**config.mk**
```make
export PLATFORM = sky130hd
export DESIGN_NAME = multi_rate_tick_gen
export DESIGN_NICKNAME = d
export VERILOG_FILES = /design/src/rtl/multi_rate_tick_gen.sv
export SDC_FILE = /design/constraint.sdc
export NUM_CORES = 1
export LEC_CHECK = 0
export ABC_CLOCK_PERIOD_IN_PS = 4700
export BUFFER_PORTS_ARGS = -buffer_cell sky130_fd_sc_hd__buf_2
export CORE_ASPECT_RATIO = 1.2
export CORE_UTILIZATION = 45
export CTS_CLUSTER_SIZE = 28
export DETAILED_ROUTE_END_ITERATION = 12
export SLEW_MARGIN = 0
export SYNTH_ARGS = -nofsm -noshare
export SYNTH_HDL_FRONTEND = slang
export SYNTH_SLANG_ARGS = --single-unit
```
**constraint.sdc**
```tcl
create_clock -name Clk -period 4.7 [get_ports Clk]
set_input_delay 0.235 -clock Clk [delete_from_list [all_inputs] [get_ports Clk]]
set_output_delay 0.235 -clock Clk [all_outputs]
set_load 0.01 [all_outputs]
```
**src/rtl/multi_rate_tick_gen.sv**
```systemverilog
// multi_rate_tick_gen: synchronises the VGA frame clock into Clk and derives NUM_CH independently divided game ticks.
// Optional: define TICK_STAGGER_EN to preload counter i with i mod DIV_RESET at reset so equal-rate channels never tick together.
module multi_rate_tick_gen #(
  parameter int NUM_CH    = 4,
  parameter int CNT_W     = 4,
  parameter int DIV_RESET = 4,
  localparam int SEL_W    = (NUM_CH > 1) ? $clog2(NUM_CH) : 1
) (
  input  logic              Clk,
  input  logic              Reset,
  input  logic              frame_clk,
  input  logic              pause,
  input  logic [NUM_CH-1:0] ch_en,
  input  logic              div_we,
  input  logic [SEL_W-1:0]  div_sel,
  input  logic [CNT_W-1:0]  div_val,
  output logic              frame_edge,
  output logic [NUM_CH-1:0] tick
);

`ifdef TICK_STAGGER_EN
  localparam int STAGGER = 1;
`else
  localparam int STAGGER = 0;
`endif

  localparam logic [CNT_W-1:0] CNT_ZERO = {CNT_W{1'b0}};
  localparam logic [CNT_W-1:0] CNT_ONE  = {{(CNT_W-1){1'b0}}, 1'b1};

  logic              s1_r;
  logic              s2_r;
  logic              s3_r;
  logic              frame_edge_r;
  logic [NUM_CH-1:0] tick_r;
  logic [NUM_CH-1:0] tick_s;
  logic [NUM_CH-1:0] wr_hit_s;
  logic              count_s;
  logic [CNT_W-1:0]  cnt_r [NUM_CH];
  logic [CNT_W-1:0]  cnt_s [NUM_CH];
  logic [CNT_W-1:0]  div_r [NUM_CH];
  logic [CNT_W-1:0]  div_s [NUM_CH];

  function automatic logic [CNT_W-1:0] reset_cnt(input int ch);
    reset_cnt = CNT_W'((ch % DIV_RESET) * STAGGER);
  endfunction

  // A stored divisor of 0 behaves as 1, so its terminal count is 0 as well.
  function automatic logic [CNT_W-1:0] last_cnt(input logic [CNT_W-1:0] div);
    last_cnt = (div == CNT_ZERO) ? CNT_ZERO : div - CNT_ONE;
  endfunction

  // Three-flop synchroniser for the asynchronous frame clock plus rising-edge pulse
  always_ff @(posedge Clk or posedge Reset) begin
    if (Reset) begin
      s1_r         <= 1'b0;
      s2_r         <= 1'b0;
      s3_r         <= 1'b0;
      frame_edge_r <= 1'b0;
    end else begin
      s1_r         <= frame_clk;
      s2_r         <= s1_r;
      s3_r         <= s2_r;
      frame_edge_r <= s2_r & ~s3_r;
    end
  end

  // Channel next state: a divisor write beats disable, which beats counting
  always_comb begin
    count_s = frame_edge_r & ~pause;
    for (int i = 0; i < NUM_CH; i++) begin
      wr_hit_s[i] = div_we && (div_sel == SEL_W'(i));
      div_s[i]    = div_r[i];
      cnt_s[i]    = cnt_r[i];
      tick_s[i]   = 1'b0;
      if (wr_hit_s[i]) begin
        div_s[i] = div_val;
        cnt_s[i] = CNT_ZERO;
      end else if (!ch_en[i]) begin
        cnt_s[i] = CNT_ZERO;
      end else if (count_s) begin
        // >= rather than == so a divisor lowered below the count wraps at once
        if (cnt_r[i] >= last_cnt(div_r[i])) begin
          cnt_s[i]  = CNT_ZERO;
          tick_s[i] = 1'b1;
        end else begin
          cnt_s[i] = cnt_r[i] + CNT_ONE;
        end
      end else begin
        cnt_s[i] = cnt_r[i];
      end
    end
  end

  // Channel state and tick output registers
  always_ff @(posedge Clk or posedge Reset) begin
    if (Reset) begin
      tick_r <= {NUM_CH{1'b0}};
      for (int i = 0; i < NUM_CH; i++) begin
        cnt_r[i] <= reset_cnt(i);
        div_r[i] <= CNT_W'(DIV_RESET);
      end
    end else begin
      tick_r <= tick_s;
      for (int i = 0; i < NUM_CH; i++) begin
        cnt_r[i] <= cnt_s[i];
        div_r[i] <= div_s[i];
      end
    end
  end

  assign frame_edge = frame_edge_r;
  assign tick       = tick_r;

endmodule

```
==> flow_metrics.tcl <==
set metrics [dict create \
    path_clk_slew_ns 0.08 \
    maxSlewViolCount 0 \
    grt_pass1_vias 1676 \
    clock-sinks 40 \
    syn_inst 220 \
    finalHoldViolCount 0 \
    seq_area_frac_synth_pct 42.4 \
    portBuffers 19 \
    rows 28 \
    num-nets-final 279 \
    clockRootBuffer "clkbuf_8" \
    cts_resized 0 \
    drc 0 \
    synthArstFlopShare_pct 100 \
    outcome "complete, no violations" \
    hold_buffers 0 \
    pin_count 20 \
    drt_iter0_markers 77 \
    cts_tree "built" \
    setup_violations 0 \
    synth_edf_count 0 \
    grt_max_degree 41 \
    fmax_mhz 467 \
    arrival_ns 2.36 \
    min_path_type "input pin to asynchronous set/reset pin" \
    yosys.area.top_type "dfrtp_1" \
    grt_pass1_wl_um 7690 \
    skew_ns 0.00578 \
    r2r_start "div_r[12]" \
    synth_area_per_cell_um2 10.8 \
    worst_slew_pin_slew_ns 0.983 \
    cp_max_fo 7 \
    synth_area_leaders "dfrtp_1 (38%), ha_1 (11%), mux2_2 (7.6%)" \
    numCtsBuffers 5 \
    p_leak_nw 1.13 \
    reg2reg_depth 7 \
    syn-cell-area_mm2 0.00237 \
    crit_type "register to register" \
    syn-num-nets 255 \
    drive_above_1_share_pct 23.4 \
    slew_headroom_pct 34.3 \
    max_cap_violations 0 \
    cts_setup_buffers 0 \
    grt_setup_unrepaired "no" \
    die_w_um 68.3 \
    switchingPower_mw 0.287 \
    synth.yosys.warnings 0 \
    clkPwrFrac_pct 24.7 \
    wl_per_cell_um 14.7 \
    fin_crit_sh_pct 45.6 \
    setup-tns-final_ns 0 \
    ant_nets 0 \
    crit_required_ns 4.92 \
    core_region_area_mm2 0.00501 \
    p_per_area_mw_per_mm2 342 \
    synth_top_cell_area_share_pct 38.0 \
    synth_seq_cells 40 \
    power.total_mw 0.896 \
    syn2layout_area_growth_pct 10.4 \
    vdd_ir_drop_max_uv 243 \
    start_util_pct 47.4 \
    fillCellCount 454 \
    dpl.hpwl_um 3070 \
    end_kind "register" \
    dieHeight_um 81.6 \
    grt_usage_pct 19.1 \
    antenna_found_initial 0 \
    synthFlopType "dfrtp_1" \
    yosys-top-cells-count "dfrtp_1 (36), ha_1 (20), nand2_1 (19)" \
    critPathLaunchType "register" \
    diodes 0 \
    p_sw_share_pct 32.1 \
    p_seq_share_pct 46.8 \
    ys_types 28 \
    routed_via_density 5.72 \
    routed_wl_um 4460 \
    whs_ns 0.0469 \
    clock_latency_ns 0.29 \
    h-tree-depth 2 \
    timing.rr.end "cnt_r[14]" \
    synthMostInstantiatedCell "dfrtp_1" \
    grt_overflow 0 \
    pwr-share-comb_pct 28.6 \
    p_int_mw 0.609 \
    via_count 1740 \
    gp_congestion 0.731 \
    die_area_mm2 0.00557 \
    clk_path_buf_depth 2 \
    regToRegSetupSlack_ns 2.56 \
    min_period_ns 2.14 \
    drt-pass1-iter-count 4 \
]
## layout make-up
cell class                 instances  area [µm²]  area share (%)
clock inverter                     1        5.00           0.191
inverter                           5        18.8           0.716
clock buffer                       6        72.6            2.77
timing repair buffer              21         110            4.20
multi-input combinational        171        1330            50.9
tap                               60        75.1            2.86
sequential                        40        1010            38.4
## cells in the final DEF (no fill, tap or decap)
master / count
buf_4: 2
o21a_1: 4
nand2b_4: 4
nand2_1: 19
nor3_1: 4
inv_1: 5
ha_1: 20
or3_1: 1
mux2_2: 16
a31oi_1: 8
nand3_1: 5
nand3b_1: 2
clkbuf_1: 1
or2_1: 3
buf_2: 19
a2111oi_4: 4
nand2b_1: 2
mux2i_1: 4
nor3b_2: 1
o21ai_0: 8
dfrtp_1: 36
nor4_1: 4
clkbuf_8: 5
o21ai_2: 1
o31ai_1: 4
a21oi_1: 15
clkinv_2: 1
nor2b_1: 10
o211ai_1: 16
nor3b_1: 4
nor2_1: 12
dfstp_2: 4
## flip-flops by register name, summed over array words and instances (netlist names)
| signal | count |
|---|---|
| frame_edge | 1 |
| s1_r | 1 |
| s3_r | 1 |
| div_r | 16 |
| cnt_r | 16 |
| tick | 4 |
| s2_r | 1 |
## power groups by stage
stage / Combinational, mW / Sequential (mW) / Clock (mW)
final: 0.256 / 0.419 / 0.221
after global routing: 0.287 / 0.425 / 0.244
after CTS: 0.259 / 0.418 / 0.231
after detailed placement: 0.258 / 0.425 / 0
after global placement: 0.255 / 0.423 / 0
after floorplan: 0.213 / 0.415 / 0
## stage by stage
stage               worst slack (ns)  std cells  util [%]  instance area, µm²
global placement                2.62        297      50.8                2540
global route                    2.33        304      52.3                2620
floorplan                       2.83        220         -                2370
CTS                             2.56        304      52.3                2620
detailed placement              2.56        297      50.8                2540
finish                          2.56        304      52.3                2620
## worst max path at each step
| stage | from | end | depth (start not counted) |
|---|---|---|---|
| CTS | div_r[12] | cnt_r[13] | 7 |
| floorplan | div_r[12] | cnt_r[15] | 7 |
| finish | div_r[12] | cnt_r[14] | 7 |
| detailed placement | div_r[12] | cnt_r[14] | 7 |
| global placement | div_r[12] | cnt_r[13] | 7 |
| global route | div_r[0] | cnt_r[1] | 7 |
## worst max-delay path, cell delays in order, from the launching register on
cell,delay (ns)
dfrtp_1,0.42
nor2_1,0.19
mux2i_1,0.22
ha_1,0.24
or2_1,0.22
a21oi_1,0.44
o21ai_0,0.17
a31oi_1,0.18
## cells by family after synthesis
| group | Yosys count | share of synthesized area (%) |
|---|---|---|
| flip-flops | 40 | 42.4 |
| buffers and inverters | 9 | 1.42 |
| AND/OR/NAND/NOR | 71 | 16.8 |
| adder cells (fa/ha/maj) | 20 | 10.5 |
| AO/OA/AOI/OAI | 60 | 19.6 |
| multiplexers | 20 | 9.28 |
## metal layers
| metal | track usage, % | vias up | share of wire [%] |
|---|---|---|---|
| met5 | 0 | - | 0 |
| met4 | 8.54 | 0 | 1.9 |
| met3 | 4.17 | 7 | 3.9 |
| met2 | 29.0 | 36 | 44 |
| met1 | 25.7 | 827 | 50 |
| li1 | - | 870 | - |
(Power assumes the default switching activity.)
